===== config.mk =====
export PLATFORM = sky130hd
export DESIGN_NAME = pc_sequencer_flat
export DESIGN_NICKNAME = d
export VERILOG_FILES = /design/src/rtl/pc_seq_pkg.sv /design/src/rtl/pc_sequencer_if.sv /design/src/rtl/ret_stack.sv /design/src/rtl/pc_sequencer.sv /design/src/flat_wrapper.sv
export SDC_FILE = /design/constraint.sdc
export NUM_CORES = 1
export LEC_CHECK = 0
export ABC_AREA = 1
export CORE_UTILIZATION = 52
export CTS_CLUSTER_SIZE = 14
export DETAILED_ROUTE_END_ITERATION = 16
export GPL_TIMING_DRIVEN = 0
export PLACE_DENSITY_LB_ADDON = 0.08
export SLEW_MARGIN = 20
export SYNTH_ARGS = -nofsm -noshare
export SYNTH_HDL_FRONTEND = slang
export SYNTH_SLANG_ARGS = --single-unit

===== constraint.sdc =====
create_clock -name Clk -period 2.55 [get_ports Clk]
set_clock_uncertainty 0.15 [all_clocks]
set_input_delay 0.51 -clock Clk [delete_from_list [all_inputs] [get_ports Clk]]
set_output_delay 0.51 -clock Clk [all_outputs]
set_load 0.01 [all_outputs]

===== src/rtl/pc_seq_pkg.sv =====
// Purpose : shared encodings for the program-counter sequencer (FSM states, next-PC select codes).
// Latency : n/a (types and constants only).
// Backpressure: n/a.
package pc_seq_pkg;

  localparam logic [1:0] ST_IDLE   = 2'd0;
  localparam logic [1:0] ST_RUN    = 2'd1;
  localparam logic [1:0] ST_HALTED = 2'd2;

  typedef enum logic [1:0] {
    IDLE   = ST_IDLE,
    RUN    = ST_RUN,
    HALTED = ST_HALTED
  } state_t;

  // Source of the next program counter value.
  typedef enum logic [2:0] {
    HOLD,
    INC,
    REL,
    ABS,
    POP,
    LOAD
  } pc_sel_t;

  // Width of a program-select field; a single program still needs one bit.
  function automatic int sel_width(input int n);
    return (n > 1) ? $clog2(n) : 1;
  endfunction

endpackage


===== src/rtl/pc_sequencer_if.sv =====
// Purpose : control/status bundle between decoder+ALU, the sequencer and the instruction ROM.
// Latency : n/a (wires only); status signals are registered inside the sequencer.
// Backpressure: none; control inputs are sampled every clock edge.
// Ports   : master drives Start/ProgSel/BranchEn/BranchAbs/ALU_flag/Call/Ret/Halt/Target and
//           observes ProgCtr/Running/Done/StackErr; slave is the sequencer side.
interface pc_sequencer_if #(
  parameter int PC_W      = 11,
  parameter int TGT_W     = 8,
  parameter int NUM_PROGS = 3
);
  import pc_seq_pkg::*;

  localparam int SEL_W = sel_width(NUM_PROGS);

  logic             Start;
  logic [SEL_W-1:0] ProgSel;
  logic             BranchEn;
  logic             BranchAbs;
  logic             ALU_flag;
  logic             Call;
  logic             Ret;
  logic             Halt;
  logic [TGT_W-1:0] Target;
  logic [PC_W-1:0]  ProgCtr;
  logic             Running;
  logic             Done;
  logic             StackErr;

  modport master (
    output Start, ProgSel, BranchEn, BranchAbs, ALU_flag, Call, Ret, Halt, Target,
    input  ProgCtr, Running, Done, StackErr
  );

  modport slave (
    input  Start, ProgSel, BranchEn, BranchAbs, ALU_flag, Call, Ret, Halt, Target,
    output ProgCtr, Running, Done, StackErr
  );

endinterface


===== src/rtl/ret_stack.sv =====
// Purpose : small LIFO of return addresses for call/return.
// Latency : push/pop take effect on the next edge; top/full/empty reflect the current contents.
// Backpressure: push while full and pop while empty are ignored (the caller flags the error).
// Ports   : Clk, Reset (sync, active-high), push, pop, clear, din -> top, full, empty.
module ret_stack #(
  parameter int DEPTH = 4,
  parameter int W     = 11
) (
  input  logic         Clk,
  input  logic         Reset,
  input  logic         push,
  input  logic         pop,
  input  logic         clear,
  input  logic [W-1:0] din,
  output logic [W-1:0] top,
  output logic         full,
  output logic         empty
);

  localparam int           AW    = $clog2(DEPTH);
  localparam logic [AW:0]  ONE   = (AW+1)'(1);
  localparam logic [AW:0]  LIMIT = (AW+1)'(DEPTH);

  logic [W-1:0]  mem [DEPTH];
  logic [AW:0]   cnt;
  logic [AW:0]   cnt_m1;
  logic [AW-1:0] top_idx;

  // Entry count is one wider than the index so full and empty are distinguishable.
  assign cnt_m1  = cnt - ONE;
  assign top_idx = cnt_m1[AW-1:0];
  assign top     = mem[top_idx];
  assign full    = (cnt == LIMIT);
  assign empty   = (cnt == '0);

  always_ff @(posedge Clk) begin
    if (Reset || clear) begin
      cnt <= '0;
    end else if (push && !full) begin
      mem[cnt[AW-1:0]] <= din;
      cnt              <= cnt + ONE;
    end else if (pop && !empty) begin
      cnt <= cnt_m1;
    end
  end

endmodule


===== src/rtl/pc_sequencer.sv =====
// Purpose : program counter / sequencer: program start select, branches, call/return, halt/done.
// Latency : one cycle; every output is registered and reflects the inputs sampled on the prior edge.
// Backpressure: none; a new control decision is taken every cycle.
// Ports   : Clk, Reset (sync, active-high), bus (pc_sequencer_if.slave) carrying the control
//           inputs and the ProgCtr/Running/Done/StackErr status outputs.
module pc_sequencer
  import pc_seq_pkg::*;
#(
  parameter int                          PC_W       = 11,
  parameter int                          TGT_W      = 8,
  parameter int                          NUM_PROGS  = 3,
  parameter logic [NUM_PROGS*PC_W-1:0]   PROG_BASES = {11'd512, 11'd256, 11'd0},
  parameter int                          RAS_DEPTH  = 4
) (
  input  logic           Clk,
  input  logic           Reset,
  pc_sequencer_if.slave  bus
);

  localparam int SEL_W = sel_width(NUM_PROGS);

  state_t          state, state_nxt;
  pc_sel_t         pc_sel;
  logic            push, pop, clear, err_set;
  logic            stk_full, stk_empty;
  logic [PC_W-1:0] pc_q, pc_nxt, pc_inc, pc_rel, pc_abs, pc_base, stk_top;
  logic            running_q, done_q, stk_err_q;

  // All arithmetic is PC_W wide so it wraps naturally.
  assign pc_inc = pc_q + PC_W'(1);
  assign pc_rel = pc_q + {{(PC_W-TGT_W){bus.Target[TGT_W-1]}}, bus.Target};
  assign pc_abs = {{(PC_W-TGT_W){1'b0}}, bus.Target};

  // An out-of-range program index falls back to program 0.
  always_comb begin
    pc_base = PROG_BASES[PC_W-1:0];
    for (int i = 0; i < NUM_PROGS; i++) begin
      if (bus.ProgSel == SEL_W'(i)) pc_base = PROG_BASES[i*PC_W +: PC_W];
    end
  end

  // Decision logic. Start wins over everything; in RUN the order is
  // Halt > Ret > Call > taken branch > increment. Push and pop are exclusive by construction.
  always_comb begin
    state_nxt = state;
    pc_sel    = HOLD;
    push      = 1'b0;
    pop       = 1'b0;
    clear     = 1'b0;
    err_set   = 1'b0;
    if (bus.Start) begin
      state_nxt = IDLE;
      pc_sel    = LOAD;
      clear     = 1'b1;
    end else begin
      case (state)
        IDLE: state_nxt = RUN;
        RUN: begin
          if (bus.Halt) begin
            state_nxt = HALTED;
          end else if (bus.Ret) begin
            if (!stk_empty) begin
              pc_sel = POP;
              pop    = 1'b1;
            end else begin
              state_nxt = HALTED;
              err_set   = 1'b1;
            end
          end else if (bus.Call) begin
            if (!stk_full) begin
              pc_sel = REL;
              push   = 1'b1;
            end else begin
              state_nxt = HALTED;
              err_set   = 1'b1;
            end
          end else if (bus.BranchEn && bus.ALU_flag) begin
            pc_sel = bus.BranchAbs ? ABS : REL;
          end else begin
            pc_sel = INC;
          end
        end
        default: state_nxt = state;  // HALTED waits for Start or Reset
      endcase
    end
  end

  always_comb begin
    case (pc_sel)
      INC:     pc_nxt = pc_inc;
      REL:     pc_nxt = pc_rel;
      ABS:     pc_nxt = pc_abs;
      POP:     pc_nxt = stk_top;
      LOAD:    pc_nxt = pc_base;
      default: pc_nxt = pc_q;
    endcase
  end

  // FSM with registered status outputs derived from the next state.
  always_ff @(posedge Clk) begin
    if (Reset) begin
      state     <= IDLE;
      pc_q      <= PROG_BASES[PC_W-1:0];
      running_q <= 1'b0;
      done_q    <= 1'b0;
      stk_err_q <= 1'b0;
    end else begin
      state     <= state_nxt;
      pc_q      <= pc_nxt;
      running_q <= (state_nxt == RUN);
      done_q    <= (state_nxt == HALTED);
      if (clear)        stk_err_q <= 1'b0;
      else if (err_set) stk_err_q <= 1'b1;
    end
  end

  ret_stack #(
    .DEPTH (RAS_DEPTH),
    .W     (PC_W)
  ) u_ret_stack (
    .Clk   (Clk),
    .Reset (Reset),
    .push  (push),
    .pop   (pop),
    .clear (clear),
    .din   (pc_inc),
    .top   (stk_top),
    .full  (stk_full),
    .empty (stk_empty)
  );

  assign bus.ProgCtr  = pc_q;
  assign bus.Running  = running_q;
  assign bus.Done     = done_q;
  assign bus.StackErr = stk_err_q;

endmodule


===== src/flat_wrapper.sv =====
// flat-port wrapper written by rule: the top's interface ports become plain ports
module pc_sequencer_flat import pc_seq_pkg::*;
#(
  parameter int                          PC_W       = 11,
  parameter int                          TGT_W      = 8,
  parameter int                          NUM_PROGS  = 3,
  parameter logic [NUM_PROGS*PC_W-1:0]   PROG_BASES = {11'd512, 11'd256, 11'd0},
  parameter int                          RAS_DEPTH  = 4
)
  (Clk, Reset, bus_Start, bus_ProgSel, bus_BranchEn, bus_BranchAbs, bus_ALU_flag, bus_Call, bus_Ret, bus_Halt, bus_Target, bus_ProgCtr, bus_Running, bus_Done, bus_StackErr);
  pc_sequencer_if #(.PC_W(PC_W), .TGT_W(TGT_W), .NUM_PROGS(NUM_PROGS)) bus_i ();
  input  logic Clk;
  input  logic Reset;
  input wire logic [$bits(bus_i.Start)-1:0] bus_Start;
  input wire logic [$bits(bus_i.ProgSel)-1:0] bus_ProgSel;
  input wire logic [$bits(bus_i.BranchEn)-1:0] bus_BranchEn;
  input wire logic [$bits(bus_i.BranchAbs)-1:0] bus_BranchAbs;
  input wire logic [$bits(bus_i.ALU_flag)-1:0] bus_ALU_flag;
  input wire logic [$bits(bus_i.Call)-1:0] bus_Call;
  input wire logic [$bits(bus_i.Ret)-1:0] bus_Ret;
  input wire logic [$bits(bus_i.Halt)-1:0] bus_Halt;
  input wire logic [$bits(bus_i.Target)-1:0] bus_Target;
  output wire logic [$bits(bus_i.ProgCtr)-1:0] bus_ProgCtr;
  output wire logic [$bits(bus_i.Running)-1:0] bus_Running;
  output wire logic [$bits(bus_i.Done)-1:0] bus_Done;
  output wire logic [$bits(bus_i.StackErr)-1:0] bus_StackErr;
  assign bus_i.Start = bus_Start;
  assign bus_i.ProgSel = bus_ProgSel;
  assign bus_i.BranchEn = bus_BranchEn;
  assign bus_i.BranchAbs = bus_BranchAbs;
  assign bus_i.ALU_flag = bus_ALU_flag;
  assign bus_i.Call = bus_Call;
  assign bus_i.Ret = bus_Ret;
  assign bus_i.Halt = bus_Halt;
  assign bus_i.Target = bus_Target;
  assign bus_ProgCtr = bus_i.ProgCtr;
  assign bus_Running = bus_i.Running;
  assign bus_Done = bus_i.Done;
  assign bus_StackErr = bus_i.StackErr;
  pc_sequencer #(.PC_W(PC_W), .TGT_W(TGT_W), .NUM_PROGS(NUM_PROGS), .PROG_BASES(PROG_BASES), .RAS_DEPTH(RAS_DEPTH)) u_core (.Clk(Clk), .Reset(Reset), .bus(bus_i));
endmodule

=== Word level (Yosys, flattened, before mapping) ===
Memories as Yosys holds them, arrays and structs flattened.
Index checks and enable logic that the tools add are counted.
W data, S select, Z words.

* Mux-type cells: 43
* Equal/unequal tests: 11
* Reduce and logical (&&, ||, !) cells: 11
* Add/sub/neg operators: 4

{| class="wikitable"
|+ Operators with widths
! cell !! count
|-
| $pmux W11 S5 || 1
|-
| $mux W3 || 9
|-
| $mux W1 || 23
|-
| $mux W2 || 7
|-
| $add A11 B1 Y11 const B || 1
|-
| $add A11 B11 Y11 || 1
|-
| $mux W10 || 1
|-
| $eq A3 B3 Y1 const B || 3
|-
| $mux W9 || 1
|-
| $eq A2 B1 Y1 const B || 3
|-
| $eq A3 B2 Y1 const B || 2
|-
| $reduce_bool A5 Y1 || 1
|-
| $eq A2 B2 Y1 const B || 2
|-
| $pmux W2 S2 || 1
|-
| $add A3 B1 Y3 const B || 1
|-
| $eq A3 B1 Y1 const B || 1
|-
| $logic_and A1 B1 Y1 || 3
|-
| $logic_not A3 Y1 || 1
|-
| $sub A3 B1 Y3 const B || 1
|-
| $logic_not A1 Y1 || 2
|-
| $logic_not A2 Y1 || 1
|-
| $reduce_bool A2 Y1 || 1
|-
| $reduce_or A2 Y1 || 1
|-
| $logic_or A1 B1 Y1 || 1
|}

* Memories kept: 1
* Flip-flop bits (word level): 19
* Memory bits (writable): 44
* Output and inout bits: 14

{| class="wikitable"
|+ Memory list
! memory !! depth !! bits a word !! rd ports !! clocked after memory_dff !! wr ports !! line !! source
|-
| u_core.u_ret_stack.mem || 4 || 11 || 1 || 0 || 1 || ret_stack.sv:24 || <nowiki>logic [W-1:0] mem [DEPTH];</nowiki>
|}

=== Longest topological paths before layout ===
Gate-level depths: netlist of the first run.

* Word-level depth: 11
* Gate-level depth with buffers: 14
* Gate-level depth less buffers: 13

=== Hierarchy ===
Synthesis of the first run repeated with hierarchy kept, for this count alone.

* Cells, all modules: 465
* Area total of the unflattened synthesis: 3786.1 um^2

{| class="wikitable"
|+ Modules (own cells, without submodules)
! module !! area an instance (um^2) !! times used !! cells each
|-
| ret_stack || 1943.1 || 1 || 154
|-
| pc_sequencer || 1843.0 || 1 || 311
|}

=== Least setup slack after synthesis of the first run ===
Ideal clock, no wire load.

* Path kind: register -> register
* From: register u_core.u_ret_stack.cnt[0]
* To: memory u_core.u_ret_stack.mem[2][0] (enable)
* Path buffers: 1
* Required time: 2.022 ns
* Arrival: 1.879 ns
* Setup slack: 0.142 ns
* Stages on the path, launching flop included: 9
* Clock period less this slack: 2.408 ns
* Setup time: 0.378 ns
* Cells stage by stage: dfxtp_1 -> inv_1 -> buf_2 -> ha_1 -> nand2_1 -> nand3_1 -> nor2_2 -> nand2_1 -> nor2_1

* Cells in the longest elaborated chain, start to end: 11

{| class="wikitable"
|+ Ends and longest elaborated chain
! element !! line !! source
|-
| start: declaration || ret_stack.sv:25 || <nowiki>logic [AW:0] cnt;</nowiki>
|-
| start signal: assignment || ret_stack.sv:41 || <nowiki>cnt <= cnt + ONE;</nowiki>
|-
| start signal: assignment || ret_stack.sv:43 || <nowiki>cnt <= cnt_m1;</nowiki>
|-
| $eq A3 B3 Y1 || ret_stack.sv:33 || <nowiki>assign full = (cnt == LIMIT);</nowiki>
|-
| $mux W1 || pc_sequencer.sv:70 || <nowiki>if (!stk_full) begin</nowiki>
|-
| $mux W1 || pc_sequencer.sv:69 || <nowiki>end else if (bus.Call) begin</nowiki>
|-
| $mux W1 || pc_sequencer.sv:61 || <nowiki>end else if (bus.Ret) begin</nowiki>
|-
| $mux W1 || pc_sequencer.sv:59 || <nowiki>if (bus.Halt) begin</nowiki>
|-
| $mux W1 || pc_sequencer.sv:56 || <nowiki>case (state)</nowiki>
|-
| $mux W1 || pc_sequencer.sv:51 || <nowiki>if (bus.Start) begin</nowiki>
|-
| $logic_and A1 B1 Y1 || ret_stack.sv:39 || <nowiki>end else if (push && !full) begin</nowiki>
|-
| $mux W1 || ret_stack.sv:39 ||
|-
| $mux W1 || ret_stack.sv:37 || <nowiki>if (Reset || clear) begin</nowiki>
|-
| $mux W1 (implied by the code) || ret_stack.sv:40 || <nowiki>mem[cnt[AW-1:0]] <= din;</nowiki>
|-
| end: declaration || ret_stack.sv:24 ||
|}

Parallel ways exist; a longest one is shown, timed or not.

=== Worst setup path after layout of the first run ===
* From: register u_core.u_ret_stack.cnt[0]
* To: register u_core.pc_q[6] (netlist: u_core.bus.ProgCtr[6])

* Cells in the longest elaborated chain, start to end: 9

{| class="wikitable"
|+ Ends and longest elaborated chain
! element !! line !! source
|-
| $eq A3 B3 Y1 || ret_stack.sv:33 ||
|-
| $mux W2 || pc_sequencer.sv:70 ||
|-
| $mux W3 || pc_sequencer.sv:69 ||
|-
| $mux W3 || pc_sequencer.sv:61 ||
|-
| $mux W3 || pc_sequencer.sv:59 ||
|-
| $mux W3 || pc_sequencer.sv:56 ||
|-
| $mux W3 || pc_sequencer.sv:51 ||
|-
| $eq A3 B3 Y1 (tied with other cells) || pc_sequencer.sv:89 || <nowiki>case (pc_sel)</nowiki>
|-
| $pmux W11 S5 / $reduce_bool A5 Y1 (equally long branches) || n/a ||
|-
| end signal: assignment || pc_sequencer.sv:103 || <nowiki>pc_q <= PROG_BASES[PC_W-1:0];</nowiki>
|-
| end signal: assignment || pc_sequencer.sv:109 || <nowiki>pc_q <= pc_nxt;</nowiki>
|-
| end: declaration || pc_sequencer.sv:26 || <nowiki>logic [PC_W-1:0] pc_q, pc_nxt, pc_inc, pc_rel, pc_abs, pc_base, stk_top;</nowiki>
|}

Parallel ways exist; a longest one is shown, timed or not.
A chain may end at the register's enable or synchronous reset.

==> impl_metrics.tcl, run 1 <==
set metrics [dict create \
    final_area_um2 4530 \
    drv_slew 0 \
    setup_violations 0 \
    ff2ff_path_depth 10 \
    cts_root_buffer "clkbuf_8" \
    cts_max_level 3 \
    endpoint_kind "flip-flop" \
    post_dp_cell_area_um2 4170 \
    synth_area_per_cell_um2 8.23 \
    io_buffer_count 31 \
    clk_path_buf_depth 2 \
    synth-simple-area-share_pct 29.0 \
    antenna_found_initial 0 \
    cp_max_fo 12 \
    hp-class "reg -> reg" \
    worstPathArrival_ns 2.45 \
    muxShareOfSynthArea_pct 0 \
    dp_hpwl_um 6440 \
    die_x_um 86.8 \
    reg2reg_from "u_core.u_ret_stack.cnt[0]" \
    drtIter0Drc 181 \
    highest-signal-layer "met4" \
    synth_top_family_by_area "simple AND/OR/NAND/NOR gates" \
    rsz0062_at_grt "false" \
    clock-sinks 63 \
    tightest_slew_ns 0.611 \
    synth_compound_area_share_pct 10.2 \
    syn_nets 490 \
    final_common_cell "nand2_1" \
    numCtsBuffers 9 \
    cts_tree "yes" \
    row_count 30 \
    synth-adder-area-share_pct 5.90 \
    grt_use_total_pct 26.4 \
    clkTransAtPathRegs_ns 0.08 \
    required_ns 2.60 \
    outcome "complete, no violations" \
    synth_xor_area_share_pct 2.35 \
    overflow 0 \
    clk_latency_ns 0.34 \
    reg2reg_slack_ns 0.15 \
    hold_start "u_core.bus.StackErr" \
    grt_pass1_wl_um 14700 \
    die_h_um 86.8 \
    timing.rr.end "u_core.bus.ProgCtr[6]" \
    p_per_area_nw_per_um2 512 \
    synth_area_um2 3730 \
    critical_path_class "reg -> reg" \
    wl_um 9120 \
    wl_met3_um 483 \
    min_to "u_core.bus.StackErr" \
    ys_seq_area_share_pct 45.6 \
    period_needed_ns 2.40 \
    setup_tns_ns 0 \
    drtPass1Iterations 4 \
    period_share_pct 94.0 \
    io_pins 33 \
    crit_start "u_core.u_ret_stack.cnt[0]" \
    synthCells 454 \
    cellLeakagePower_uw 0.00186 \
    area_delta_synth_final_pct 21.4 \
    grt_max_degree 13 \
    ys_seq_elements 63 \
    multi_input_area_um2 1820 \
    dieArea_um2 7530 \
    fin_nets 538 \
    wl_met2_um 4380 \
    grt_pass1_vias 2948 \
    wl_per_cell_um 15.1 \
    mostFrequentLayoutCells "109 x nand2_1, 61 x nor2_1, 46 x inv_1" \
    maxCapViolCount 0 \
    max_slew_margin_pct 59.3 \
    diodes 0 \
    hold_viol 0 \
    nFillCells 605 \
    yosys_warnings 0 \
    start_util_pct 54.4 \
    ant_nets 0 \
    core_area_um2 6870 \
    place_congestion 0.917 \
    wl_met1_um 4110 \
    ir_drop_uv 341 \
    synth.distinct_cells 40 \
    via_per_inst 5.27 \
    drive_gt1_share_pct 13.8 \
    register_area_um2 1700 \
    vias 3175 \
    cp-start-kind "flip-flop" \
    hold_depth 2 \
    drc 0 \
    max_freq_ghz 0.417 \
]
## cell families after synthesis
kind of cell	count (synthesis)
AO/OA/AOI/OAI	66
XOR/XNOR	10
adder cells (fa/ha/maj)	17
AND/OR/NAND/NOR	235
flip-flops	63
buffers and inverters	63
## stage by stage
stage	util, %	hold WS [ns]	setup slack, ns	cells	power [uW]
6_report	66.0	0.301	0.153	603	2320
5_1_grt	66.0	0.314	0.00822	603	2390
4_1_cts	65.4	0.305	0.0684	602	2310
3_5_place_dp	60.6	0.294	-0.543	581	1390
3_3_place_gp	60.6	0.291	-0.492	581	1380
2_1_floorplan	-	0.324	0.142	454	1300
## area by class of cell
| type | instances | share of cell area [%] |
|---|---|---|
| Multi-Input combinational cell | 328 | 40.2 |
| Clock buffer | 10 | 2.82 |
| Buffer | 9 | 1.30 |
| Timing Repair Buffer | 38 | 9.11 |
| Sequential cell | 63 | 37.6 |
| Tap cell | 96 | 2.65 |
| Inverter | 53 | 4.53 |
| Clock inverter | 6 | 1.88 |
## cells in the mapped netlist
library cell  count  area share [%]
a21oi_1          18             2.4
nor2_1           66             6.6
xor2_1            9             2.1
o21ai_1           2            0.27
nor2_8            1            0.54
o2bb2ai_1         2            0.47
o22ai_1          10             1.7
nand2_4           5             1.5
or2_2             1            0.17
nand2_2           3            0.50
inv_1            47             4.7
o211ai_2          1            0.33
nand3_2           4             1.1
a21oi_2           1            0.23
buf_6             2            0.60
or2_1             1            0.17
nor2_2            4            0.67
a211oi_1          1            0.20
inv_4             1            0.17
edfxtp_1         44              35
dfxtp_1          19              10
nand3b_2          1            0.30
ha_1             16             5.4
buf_2             2            0.27
a21oi_4           1            0.44
o21ai_2           1            0.23
nor3_1            4            0.54
inv_2             5            0.50
nand2_1         110              11
buf_4             1            0.20
nor2_4            4             1.2
nand3b_1          4            0.80
buf_1             1            0.10
clkbuf_1          4            0.40
nand4_1           7             1.2
nand3_1          20             2.7
xnor2_1           1            0.23
o21ai_0          28             3.8
o21a_1            1            0.20
fa_1              1            0.54
## what timing repair did
action	4_1_cts	5_1_grt
endpoints found under the setup margin	54	48
hold buffers	0	0
gates resized for setup	10	8
buffers inserted	6	1
pin swaps	3	1
## routing by layer
layer | vias to the layer above | global-route usage, %
li1 | 1595 | -
met1 | 1468 | 35.4
met2 | 95 | 43.9
met3 | 17 | 4.10
met4 | 0 | 8.64
met5 | - | 0
## sequential cells by signal, summed over array words and instances (netlist names)
name                    cells
u_core.u_ret_stack.cnt      3
u_core.bus.Done             1
u_core.bus.ProgCtr         11
u_core.bus.Running          1
u_core.u_ret_stack.mem     44
u_core.bus.StackErr         1
u_core.state                2
## where the power goes
group / total [uW] / switching, uW / internal, uW
clock network: 947 / 400 / 547
registers: 1120 / 17.6 / 1100
logic: 252 / 147 / 106
total: 2320 / 564 / 1760
## critical path: stages, from the launching register on
cell	delay [ns]
dfxtp_2	0.41
inv_1	0.12
buf_2	0.23
ha_1	0.42
clkinvlp_4	0.27
o21ai_0	0.14
o22ai_1	0.14
nand2_1	0.09
nand2_1	0.06
nor2_2	0.14
a21oi_2	0.07
## how the worst max path moves through the flow
stage                                   endpoint  slack [ns]
floorplan           u_core.u_ret_stack.mem[2][0]        0.14
global placement    u_core.u_ret_stack.mem[0][2]       -0.49
detailed placement  u_core.u_ret_stack.mem[0][1]       -0.54
CTS                 u_core.u_ret_stack.mem[0][7]        0.07
global route               u_core.bus.ProgCtr[6]       0.008
finish                     u_core.bus.ProgCtr[6]        0.15
Note: power is estimated with default switching activity, not from simulation.
==> run 2: changes to the inputs <==
- CAP_MARGIN: not set -> 20
==> results of run 2 <==
Final layout, timing and power as in run 1 (identical DEF).
==> run 3: changes to the inputs <==
- SLEW_MARGIN: 20 -> not set
==> results of run 3 <==
Final layout, timing and power as in run 1 (identical DEF).
